$ cat config.mk
export PLATFORM = sky130hd
export DESIGN_NAME = switch_debouncer
export DESIGN_NICKNAME = d
export VERILOG_FILES = /design/src/rtl/switch_debouncer.sv
export SDC_FILE = /design/constraint.sdc
export NUM_CORES = 1
export LEC_CHECK = 0
export BUFFER_PORTS_ARGS = -buffer_cell sky130_fd_sc_hd__buf_4
export CAP_MARGIN = 25
export CORE_MARGIN = 2
export CORE_UTILIZATION = 53
export DETAILED_ROUTE_END_ITERATION = 12
export GPL_ROUTABILITY_DRIVEN = 0
export PLACE_DENSITY = 0.82
export SLEW_MARGIN = 10
export SYNTH_ARGS = -nofsm -noshare
export SYNTH_HDL_FRONTEND = slang
export SYNTH_SLANG_ARGS = --single-unit
export TNS_END_PERCENT = 100
$ cat constraint.sdc
create_clock -name clk -period 2.3 [get_ports clk]
set_clock_uncertainty 0.2 [all_clocks]
set_input_delay 0.23 -clock clk [delete_from_list [all_inputs] [get_ports clk]]
set_output_delay 0.23 -clock clk [all_outputs]
set_load 0.01 [all_outputs]
$ cat src/rtl/switch_debouncer.sv
// Switch-bank conditioner: two-flop synchroniser plus tick-sampled stability filter
// per bit, producing clean levels and registered rise/fall/changed pulses.
module switch_debouncer #(
  parameter int WIDTH        = 8,
  parameter int TICK_DIV     = 10000,
  parameter int STABLE_TICKS = 5,
  parameter int CNT_W        = 14
) (
  input  logic             clk,
  input  logic             rst_n,
  input  logic             ena,
  input  logic [WIDTH-1:0] raw_in,
  output logic [WIDTH-1:0] db_out,
  output logic [WIDTH-1:0] rise,
  output logic [WIDTH-1:0] fall,
  output logic             changed,
  output logic             tick
);

  localparam int              CW       = $clog2(STABLE_TICKS) + 1;
  localparam logic [CNT_W-1:0] PRE_LAST = CNT_W'(TICK_DIV - 1);
  localparam logic [CW-1:0]    CNT_LAST = CW'(STABLE_TICKS - 1);

  logic [WIDTH-1:0] s1;
  logic [WIDTH-1:0] s;
  logic [CNT_W-1:0] prescale;
  logic [CW-1:0]    cnt      [WIDTH];
  logic [CW-1:0]    cnt_next [WIDTH];
  logic [WIDTH-1:0] db_next;
  logic [WIDTH-1:0] rise_next;
  logic [WIDTH-1:0] fall_next;

  always_ff @(posedge clk or negedge rst_n) begin
    if (!rst_n) begin
      s1 <= '0;
      s  <= '0;
    end else begin
      s1 <= raw_in;
      s  <= s1;
    end
  end

  always_ff @(posedge clk or negedge rst_n) begin
    if (!rst_n) begin
      prescale <= '0;
    end else if (ena) begin
      if (prescale == PRE_LAST) prescale <= '0;
      else                      prescale <= prescale + CNT_W'(1);
    end
  end

  assign tick = ena && (prescale == PRE_LAST);

  // Any cycle where the synchronised bit agrees with the output restarts its count.
  always_comb begin
    db_next   = db_out;
    rise_next = '0;
    fall_next = '0;
    for (int i = 0; i < WIDTH; i++) begin
      cnt_next[i] = cnt[i];
      if (s[i] == db_out[i]) begin
        cnt_next[i] = '0;
      end else if (tick) begin
        if (cnt[i] == CNT_LAST) begin
          cnt_next[i]  = '0;
          db_next[i]   = s[i];
          rise_next[i] = s[i];
          fall_next[i] = ~s[i];
        end else begin
          cnt_next[i] = cnt[i] + CW'(1);
        end
      end
    end
  end

  always_ff @(posedge clk or negedge rst_n) begin
    if (!rst_n) begin
      db_out  <= '0;
      rise    <= '0;
      fall    <= '0;
      changed <= 1'b0;
      for (int i = 0; i < WIDTH; i++) cnt[i] <= '0;
    end else begin
      db_out  <= db_next;
      rise    <= rise_next;
      fall    <= fall_next;
      changed <= |(rise_next | fall_next);
      for (int i = 0; i < WIDTH; i++) cnt[i] <= cnt_next[i];
    end
  end

endmodule
# Word level (Yosys, flattened, before mapping)
# Cells that the tools add are included.
[word_totals]
in_bits = 11
wordCells = 156
out_inout_bits = 26
ff_bits = 87
[classes]
eq_ne = 17
bitwise = 17
reduce_logical = 18
add_sub_neg = 9
muxes = 73
[op_table]
columns = ["operator", "count"]
rows = [
  ["4-bit two-way mux", 24],
  ["1-bit two-way mux", 48],
  ["4-bit by 1-bit adder with 4-bit output (second input constant)", 8],
  ["4-bit by 3-bit equality test with 1-bit output (second input constant)", 8],
  ["3-bit AND reduction", 8],
  ["1-bit inverter", 16],
  ["2-bit nonzero test", 8],
  ["14-bit by 1-bit adder with 14-bit output (second input constant)", 1],
  ["14-bit equality test (second input constant)", 1],
  ["14-bit two-way mux", 1],
  ["1-bit equality test", 8],
  ["8-bit bitwise OR", 1],
  ["8-bit OR reduction", 1],
  ["1-bit logical AND", 1],
]

# Depth between registers and ports, before layout
# Gate-level depths: netlist (run 1).
[logic_depth]
word_depth = 6
ltp_mapped = 9
mapped_depth_nobuf = 6

# Least setup slack after synthesis (run 1)
# No wires, ideal clock.
[synth_timing]
path_kind = "reg2reg"
from = "register prescale[7]"
to = "register cnt[19] (netlist name)"
period_less_slack_ps = 2339
path_slack_ps = -39
required_ps = 2022
arrival_time_ps = 2061
path_stages_with_launch = 6
path_buffers = 1
path_cell_list = "dfrtp_1 > or3_1 > or4_4 > buf_6 > or4_1 > a21oi_1"
[synth_between]
elab_chain_len = 3
[synth_rtl]
columns = ["element", "line", "text"]
rows = [
  ["from (decl)", "26", "logic [CNT_W-1:0] prescale;"],
  ["from (signal assigned)", "48", "else prescale <= prescale + CNT_W'(1);"],
  ["14-bit equality test", "52", "assign tick = ena && (prescale == PRE_LAST);"],
  ["1-bit logical AND", "52", ""],
  ["2-bit nonzero test (no line)", "n/a", ""],
  ["to (decl)", "27", "logic [CW-1:0] cnt [WIDTH];"],
]
# Every way passes these cells.
# A chain may end at the register's enable or synchronous reset.

# Worst setup path in the final report (run 1)
[layout_timing]
from = "register prescale[0]"
to = "output tick"
[layout_between]
elab_chain_len = 2
[layout_rtl]
columns = ["element", "line", "text"]
rows = [
  ["14-bit equality test", "52", ""],
  ["1-bit logical AND", "52", ""],
  ["to (decl)", "17", "output logic tick"],
]
# Every way passes these cells.

==> results.ini, run 1 <==
[timing]
period_needed_ns = 2.361
hold_ws_ns = 0.03424
tightest_slew_ns = 0.6005
maxSlewHeadroom_pct = 59.42
rsz0062_at_grt = true
period_share_pct = 102.6
timing.setup.tns_ns = -0.1485
finalWorstSetupSlack_ns = -0.06075
finalHoldViolations = 0
fmax_mhz = 423.6
setup_viol = 8
maxSlewViolCount = 0

[synthesis]
ys.warnings.count = 0
synth-async-reset-ratio_pct = 100.0
post_synth_most_frequent_cells = dfrtp_1 (87), nand2_1 (42), a21oi_1 (37), inv_1 (21), o21ai_0 (18)
synth_edf_count = 0
synth_fp_nets = 385
synth_flop_cell = dfrtp_1
seq_area_frac_synth_pct = 56.62
synthCells = 357
synth_top_cell_by_area = dfrtp_1
synth.avg_cell_area_um2 = 10.77
yosys-top-cells-area = dfrtp_1 (57%), ha_1 (5.5%), a21oi_1 (4.8%)
synth-seq-cells = 87
yosysMostFrequentCell = dfrtp_1
syn-cell-area_um2 = 3845
ys_types = 40
yosysTopAreaCellShare_pct = 56.62

[placement]
dp_hpwl_mm = 5.217
dpl_cell_area_um2 = 4429
pre_cts_slack_ns = -0.09264
dp_cells = 511
io_buffer_count = 36

[global_routing]
antenna_found_initial = 0
grt_util_met1_pct = 28.08
use_met2_pct = 38.32
met3_usage_pct = 6.187
grt_pass1_wl_mm = 13.77
grt-busiest-layer = met2
grt-ovfl-total = 0
first_global_vias = 3010
grt_start_max_net_pins = 43
grt.total_usage_pct = 22.64

[floorplanning]
ioPinCount = 37
die_y_um = 89.18
dieArea_um2 = 7952
core_um2 = 7137
chipWidth_um = 89.18
num_rows = 31
initial_core_util_pct = 53.87

[setup_path]
critPathKind = reg -> out
cp_max_fo = 6
cp-end-kind = primary output
worstSetupStartpointType = flip-flop
worst-endpoint-arrival_ns = 1.93
worstPathRequired_ns = 1.87

[routing]
drt_pass1_iterations = 4
avgViaCountPerCell = 5.492
drt_wl_total_mm = 8.365
wire_per_inst_um = 15.29
ant_nets = 0
vias = 3004
drtIter0Drc = 197
drc = 0

[run_status]
violations = negative setup slack
status = finished with violations

[final_layout]
drive_gt1_share_pct = 29.91
fin_cells = 547
fillers = 513
diodes = 0
layout.nets = 471
area_growth_pct = 29.25
design_area_um2 = 4970

[clock_tree]
cts_made_buffers = 9
clk_pin_slew_worst_paths_ns = 0.08
clkSinkCount = 87
cts-root-buf = clkbuf_8
htree_levels = 3
cts_tree = built
clockBufferDepth = 2
clk_latency_ns = 0.36

[run]
maxCapViolations = 0

[pwr]
leakage_nw = 2.261
powerDensity_nw_per_um2 = 602.9
irDropWorstVdd_uv = 409.8

[worst_hold_path]
hold_path_class = in -> reg

## final cells by class
cell class / instances / area, um^2 / share of cell area (%)
well taps: 99 / 123.9 / 2.492
inverters: 22 / 85.08 / 1.712
clock buffers: 10 / 127.6 / 2.568
multi-input cells: 239 / 1664 / 33.48
repair buffers: 84 / 720.7 / 14.50
flip-flops and latches: 87 / 2177 / 43.81
clock inverters: 6 / 71.32 / 1.435
## metal layers
metal  share of wire, %  wire length, um  vias up
met5                  0                0        -
met4                2.1              174        0
met1                 40             3370     1510
met3                4.0              336       17
met2                 54             4483       71
li1                   -                -     1406
## stage by stage
stage | utilization, % | power (mW)
floorplan | - | 1.763
global placement | 62.06 | 1.908
detailed placement | 62.06 | 1.930
CTS | 68.30 | 3.000
global route | 69.64 | 3.125
finish | 69.64 | 2.996
## flip-flops by register name, indices dropped and copies added (netlist names)
name and flops:
prescale 14, fall 8, db_out 8, rise 8, cnt 32, s 8, s1 8, changed 1
## logic make-up (layout without fill, tap and decap cells)
group           after synthesis  in the layout  share of synthesized area (%)
xor+xnor                     18             18                          4.100
flops                        87             87                          56.62
buf+inv                      31            122                          3.644
simple gates                135            135                          19.72
mux                           6              6                          1.725
compound gates               63             63                          8.656
fa+ha+maj                    17             17                          5.532
## worst max-delay path: stages, from the launching register on
cell and delay [ns]:
dfrtp_1 0.38, ha_2 0.19, nand4bb_1 0.11, or4_4 0.63, inv_4 0.08, buf_6 0.10
buf_6 0.09
## final timing paths
check / slack (ns) / cells past startpoint / startpoint / endpoint
max: -0.06 / 6 / prescale[0]$_DFFE_PN0P_ / tick
min: 0.03 / 3 / ena / prescale[0]$_DFFE_PN0P_
max reg2reg: -0.04 / 6 / prescale[0]$_DFFE_PN0P_ / cnt[31]$_DFFE_PN0P_
min reg2reg: 0.15 / 0 / s1[0]$_DFF_PN0_ / s[0]$_DFF_PN0_
max in group asynchronous: 1.18 / 3 / rst_n / cnt[29]$_DFFE_PN0P_
min in group asynchronous: 0.12 / 2 / rst_n / fall[3]$_DFF_PN0_
## power breakdown
part           total, mW  switching [mW]  internal (mW)
combinational      0.313           0.161          0.152
clock               1.06           0.556          0.508
sequential          1.62          0.0352           1.58
## placed cells by master, fill, tap and decap left out, types with 3 or more instances in the layout
| cell type | n |
|---|---|
| dfrtp_1 | 87 |
| buf_4 | 64 |
| nand2_1 | 37 |
| a21oi_1 | 25 |
| inv_1 | 21 |
| ha_1 | 16 |
| xnor2_1 | 14 |
| nor2_1 | 14 |
| o21ai_0 | 13 |
| a21oi_2 | 12 |
| nand3_1 | 10 |
| clkbuf_8 | 9 |
| dlygate4sd3_1 | 9 |
| nand3b_1 | 8 |
| buf_6 | 8 |
| or4_4 | 7 |
| nor3b_1 | 7 |
| nor2b_1 | 6 |
| nor4_1 | 6 |
| and3b_1 | 5 |
| nand2_2 | 5 |
| nand4_1 | 5 |
| mux2_2 | 5 |
| and3_1 | 4 |
| or3_4 | 4 |
| o21ai_2 | 4 |
| xor2_1 | 4 |
| or3_1 | 3 |
| nor3b_2 | 3 |
| nor3_1 | 3 |
| a21o_1 | 3 |
| clkinv_4 | 3 |
| buf_12 | 3 |
## timing repair
item,CTS,global route
setup buffers,8,4
gates resized for setup,31,19
endpoints found under the hold margin,95,0
pin swaps,26,15
setup endpoints to repair,9,50
hold buffers,9,0
Note: power is estimated with default switching activity, not from simulation.
==> run 2, diff against run 1 <==
--- a/config.mk
+++ b/config.mk
@@ -8,10 +8,11 @@
 export BUFFER_PORTS_ARGS = -buffer_cell sky130_fd_sc_hd__buf_4
 export CAP_MARGIN = 25
 export CORE_MARGIN = 2
-export CORE_UTILIZATION = 53
+export CORE_UTILIZATION = 55
+export CTS_BUF_LIST = sky130_fd_sc_hd__clkbuf_4 sky130_fd_sc_hd__clkbuf_8
 export DETAILED_ROUTE_END_ITERATION = 12
 export GPL_ROUTABILITY_DRIVEN = 0
-export PLACE_DENSITY = 0.82
+export PLACE_DENSITY = 0.85
 export SLEW_MARGIN = 10
 export SYNTH_ARGS = -nofsm -noshare
 export SYNTH_HDL_FRONTEND = slang
==> run 2 against run 1 <==
The run still ends with negative setup slack left. Via count rose by 0.67%. Clock power rose by 11%. Die area fell by 3.5%. Routed wire length rose by 3.8%. Fmax fell by 6.7%. Clock-buffer cell count rose by 2. Non-clock buffer count rose by 1. Sequential share of layout area barely moved. Worst setup slack got worse by 0.17 ns. Total power rose by 3.1%. Register-to-register slack got worse by 0.19 ns. Sequential cell count did not move.
==> results.ini, run 2 (synthesized netlist as in run 1, its figures left out) <==
[run_status]
status = finished with violations
violations = negative setup slack

[pwr]
p_sw_share_pct = 23.22
switchingPower_uw = 717.5
leakage_nw = 2.297
powerDensity_nw_per_um2 = 622.5
clock_power_share_pct = 38.0
combPwrFrac_pct = 9.6
power.internal_mw = 2.373
power_mw = 3.091
irDropWorstVdd_uv = 325.7
seq_power_share_pct = 52.4

[timing]
tightest_slew_ns = 0.6174
maxSlewViolCount = 0
rsz0062_at_grt = true
maxSlewHeadroom_pct = 58.28
fmax_mhz = 395.1
finalHoldViolations = 0
period_share_pct = 110.0
finalWorstSetupSlack_ns = -0.2308
timing.setup.tns_ns = -2.704
period_needed_ns = 2.531
setup_viol = 27

[routing]
drc = 0
drt_pass1_iterations = 4
drtIter0Drc = 172
avgViaCountPerCell = 5.549
vias = 3024
drt_wl_total_mm = 8.682
ant_nets = 0
wire_per_inst_um = 15.93

[setup_path]
worstSetupStartpointType = flip-flop
path_cells = or3_4 > or4_4 > buf_6 > or4_1 > a21oi_1
worst-endpoint-arrival_ns = 2.61
crit_path_max_incr_delay_ns = 0.63
reg2reg_slack_ns = -0.23
cp_num_buf_inv = 1
reg2regPathDepth = 5
critPathSlowestCell = or4_4
cp-end-kind = flip-flop
worstPathRequired_ns = 2.38
cp-startpoint = prescale[7]$_DFFE_PN0P_
cp_max_fo = 9
critPathKind = reg -> reg
crit_family = simple AND/OR/NAND/NOR gates
r2r-end = cnt[3]$_DFFE_PN0P_
r2r_start = prescale[7]$_DFFE_PN0P_

[placement]
io_buffer_count = 36
pre_cts_slack_ns = -0.05203
dpl_cell_area_um2 = 4403
dp_hpwl_mm = 5.045

[floorplanning]
dieArea_um2 = 7676
initial_core_util_pct = 56.59
core_um2 = 6794
die_y_um = 87.61
num_rows = 30
chipWidth_um = 87.61
ioPinCount = 37

[clock_tree]
clockBufferDepth = 2
htree_levels = 3
clk_pin_slew_worst_paths_ns = 0.08
cts_made_buffers = 9
cts-root-buf = clkbuf_8
clk_latency_ns = 0.36
cts_tree = built
clkSinkCount = 87

[final_layout]
top_register = cnt
fillers = 439
layout.nets = 472
area_growth_pct = 29.12
drive_gt1_share_pct = 27.62
seq_area_um2 = 2177
design_area_um2 = 4965
final_cell_mix = dfrtp_1 (87), buf_4 (66), nand2_1 (38)
largestRegisters = cnt (32), prescale (14)
multi_input_area_um2 = 1633
layout_commonest_cell = dfrtp_1
diodes = 0
largest_register_ffs = 32

[global_routing]
first_global_vias = 2863
grt_pass1_wl_mm = 12.58
antenna_found_initial = 0
grt-ovfl-total = 0
grt.total_usage_pct = 20.91
grt_start_max_net_pins = 50

[worst_hold_path]
hold-path-endpoint = prescale[3]$_DFFE_PN0P_
hold_path_class = in -> reg
hold_path_depth = 3
min_from = ena

[run]
maxCapViolations = 0

==> run 2: cell types whose count changed in the layout (fill, tap and decap cells not counted), moves of 3 or more <==
cell / delta
or4_4: -3
or4_1: +3
clkinv_4: -3
nand2_2: -3
clkbuf_4: +3
o21ai_2: -3
o21ai_1: +3
buf_6: -4
==> run 2: metrics by stage <==
step | hold WS [ns] | std cells | util [%]
global route | 0.08271 | 545 | 73.08
floorplan | -0.2656 | 357 | -
finish | 0.06923 | 545 | 73.08
CTS | 0.06832 | 531 | 69.56
global placement | 0.07854 | 505 | 64.81
detailed placement | 0.08810 | 505 | 64.81
==> run 2: cell type report <==
type,instances,area share (%)
Sequential cell,87,43.85
Multi-Input combinational cell,239,32.89
Timing Repair Buffer,85,14.72
Clock buffer,12,2.949
Tap cell,96,2.419
Inverter,22,1.764
Clock inverter,4,1.411
==> run 2: power by group through the flow <==
stage	registers, mW	logic (mW)	clock network [mW]
2_1_floorplan	1.67	0.0937	0
6_report	1.62	0.297	1.18
4_1_cts	1.62	0.291	1.17
3_5_place_dp	1.65	0.274	0
5_1_grt	1.62	0.328	1.23
3_3_place_gp	1.64	0.263	0
==> run 2: worst max path at each step <==
stage,endpoint,slack [ns],cells past startpoint
after floorplan,cnt[19]$_DFFE_PN0P_,0.05,6
after global placement,cnt[31]$_DFFE_PN0P_,0.01,5
after detailed placement,cnt[31]$_DFFE_PN0P_,-0.05,5
after CTS,tick,-0.16,6
after global routing,cnt[3]$_DFFE_PN0P_,-0.31,5
final,cnt[3]$_DFFE_PN0P_,-0.23,5
==> run 2: repair_timing <==
action | in CTS | in global routing
hold endpoints to repair | 58 | 0
hold buffers | 10 | 0
gates cloned | 0 | 1
setup buffers | 0 | 13
endpoints found under the setup margin | 9 | 16
resized for setup | 2 | 36
pin swaps | 0 | 15
==> run 2: worst register-to-register path: stages, from the launching register on <==
cell	delay [ns]
dfrtp_1	0.39
or3_4	0.39
or4_4	0.63
buf_6	0.18
or4_1	0.51
a21oi_1	0.16
==> run 2: metal layers <==
layer | vias to the layer above | part of all wire (%) | GRT usage, %
met4 | 0 | 1.5 | 8.392
li1 | 1415 | - | -
met5 | - | 0 | 0
met1 | 1510 | 42 | 26.24
met2 | 83 | 53 | 35.26
met3 | 16 | 4.3 | 4.713
==> run 3, diff against run 2 <==
--- a/config.mk
+++ b/config.mk
@@ -9,7 +9,7 @@
 export CAP_MARGIN = 25
 export CORE_MARGIN = 2
 export CORE_UTILIZATION = 55
-export CTS_BUF_LIST = sky130_fd_sc_hd__clkbuf_4 sky130_fd_sc_hd__clkbuf_8
+export CTS_BUF_LIST = sky130_fd_sc_hd__clkbuf_8
 export DETAILED_ROUTE_END_ITERATION = 12
 export GPL_ROUTABILITY_DRIVEN = 0
 export PLACE_DENSITY = 0.85
==> run 3 against run 2 <==
Clock-buffer cell count down 3. First-iteration DRC count rose by 83%. Largest power group unchanged. Combinational power hardly changed. Design area decreased by 0.38%. Sequential cell count unchanged. The flow still finishes with violations (negative setup slack). Critical path depth unchanged. Worst setup slack got worse by 0.084 ns.
==> results.ini, run 3 (synthesized netlist as in run 1, its figures left out) <==
[run_status]
status = finished with violations
violations = negative setup slack

[placement]
io_buffer_count = 36
dpl_cell_area_um2 = 4403
dp_cells = 505
dp_hpwl_mm = 5.045

[setup_path]
r2r-end = cnt[3]$_DFFE_PN0P_
cp_num_buf_inv = 1
cp-end-kind = flip-flop
r2r_start = prescale[7]$_DFFE_PN0P_
cp-startpoint = prescale[7]$_DFFE_PN0P_
crit_family = simple AND/OR/NAND/NOR gates
critPathSlowestCell = or4_4
worstPathRequired_ns = 2.37
reg2reg_slack_ns = -0.31
cp_max_fo = 9
worstSetupStartpointType = flip-flop
reg2regPathDepth = 5
worst-endpoint-arrival_ns = 2.68
crit_path_max_incr_delay_ns = 0.63
path_cells = or3_4 > or4_4 > buf_6 > or4_1 > a21oi_1
critPathKind = reg -> reg

[timing]
maxSlewHeadroom_pct = 58.61
period_share_pct = 113.7
tightest_slew_ns = 0.6125
maxSlewViolCount = 0
rsz0062_at_grt = true
setup_viol = 31
finalWorstSetupSlack_ns = -0.3148
finalHoldViolations = 0
period_needed_ns = 2.615
hold_ws_ns = 0.06775
fmax_mhz = 382.4

[floorplanning]
core_um2 = 6794
num_rows = 30
chipWidth_um = 87.61
ioPinCount = 37
dieArea_um2 = 7676
die_y_um = 87.61
initial_core_util_pct = 56.59

[worst_hold_path]
min_from = ena
hold-path-endpoint = prescale[3]$_DFFE_PN0P_
hold_path_class = in -> reg
hold_path_depth = 3

[final_layout]
multi_input_area_um2 = 1625
design_area_um2 = 4946
top_register = cnt
largestRegisters = cnt (32), prescale (14)
post-route-util_pct = 72.80
final_cell_mix = dfrtp_1 (87), buf_4 (66), nand2_1 (38)
drive_gt1_share_pct = 26.50
layout_commonest_cell = dfrtp_1
fin_cells = 545
diodes = 0
area_growth_pct = 28.64
fillers = 443
layout.nets = 472
largest_register_ffs = 32
seq_area_um2 = 2177

[clock_tree]
htree_levels = 3
cts_tree = built
cts-root-buf = clkbuf_8
clk_latency_ns = 0.35
clkSinkCount = 87
clockBufferDepth = 2
cts_made_buffers = 9
clk_pin_slew_worst_paths_ns = 0.08

[routing]
ant_nets = 0
drt_wl_total_mm = 8.620
drc = 0
drt_pass1_iterations = 5
avgViaCountPerCell = 5.631
vias = 3069
drtIter0Drc = 315
wire_per_inst_um = 15.82

[global_routing]
grt.total_usage_pct = 20.83
grt_start_max_net_pins = 50
grt_pass1_wl_mm = 12.54
antenna_found_initial = 0
first_global_vias = 2850
grt-ovfl-total = 0

[pwr]
power_mw = 3.031
leakage_nw = 2.298
powerDensity_nw_per_um2 = 612.7
irDropWorstVdd_uv = 359.7

[run]
maxCapViolations = 0

## run 3: worst max-delay path by stage
| stage | to | slack [ns] | depth (start not counted) |
|---|---|---|---|
| 3_5_place_dp | cnt[31]$_DFFE_PN0P_ | -0.05 | 5 |
| 2_1_floorplan | cnt[19]$_DFFE_PN0P_ | 0.05 | 6 |
| 4_1_cts | tick | -0.16 | 6 |
| 6_report | cnt[3]$_DFFE_PN0P_ | -0.31 | 5 |
| 3_3_place_gp | cnt[31]$_DFFE_PN0P_ | 0.01 | 5 |
| 5_1_grt | cnt[3]$_DFFE_PN0P_ | -0.32 | 5 |
## run 3: routing by layer
layer | up-vias | global-route usage, % | part of all wire (%) | routed length (um)
met5 | - | 0 | 0 | 0
met4 | 0 | 8.252 | 1.7 | 149
met3 | 17 | 4.713 | 4.3 | 372
met2 | 110 | 35.06 | 52 | 4515
met1 | 1521 | 26.24 | 42 | 3583
li1 | 1421 | - | - | -
## run 3: layout make-up
class	count	area share, %
Clock buffer	9	2.504
Clock inverter	7	1.644
Inverter	22	1.771
Multi-Input combinational cell	239	32.86
Sequential cell	87	44.02
Tap cell	96	2.429
Timing Repair Buffer	85	14.77
## run 3: tightest hold or removal path: stages
cell and delay [ns]:
buf_4 0.13, o21ai_0 0.09, a22o_1 0.13
## run 3: stage by stage
step / setup slack [ns] / setup TNS [ns]
floorplan: 0.04943 / 0
global placement: 0.01108 / 0
detailed placement: -0.05203 / -0.2337
CTS: -0.1558 / -0.6891
global route: -0.3211 / -5.168
finish: -0.3148 / -3.441
## run 3: power breakdown
group | total (mW) | switching [mW] | internal [mW]
Combinational | 0.299 | 0.155 | 0.144
Sequential | 1.62 | 0.0338 | 1.58
Clock | 1.11 | 0.518 | 0.597
## run 3: what timing repair did
item                                    CTS  global route
endpoints found under the setup margin    9            16
cloned                                    0             1
resized for setup                         2            38
hold endpoints to repair                 58             0
pin swaps                                 0            14
buffers inserted                          0            13
hold buffers                             10             0
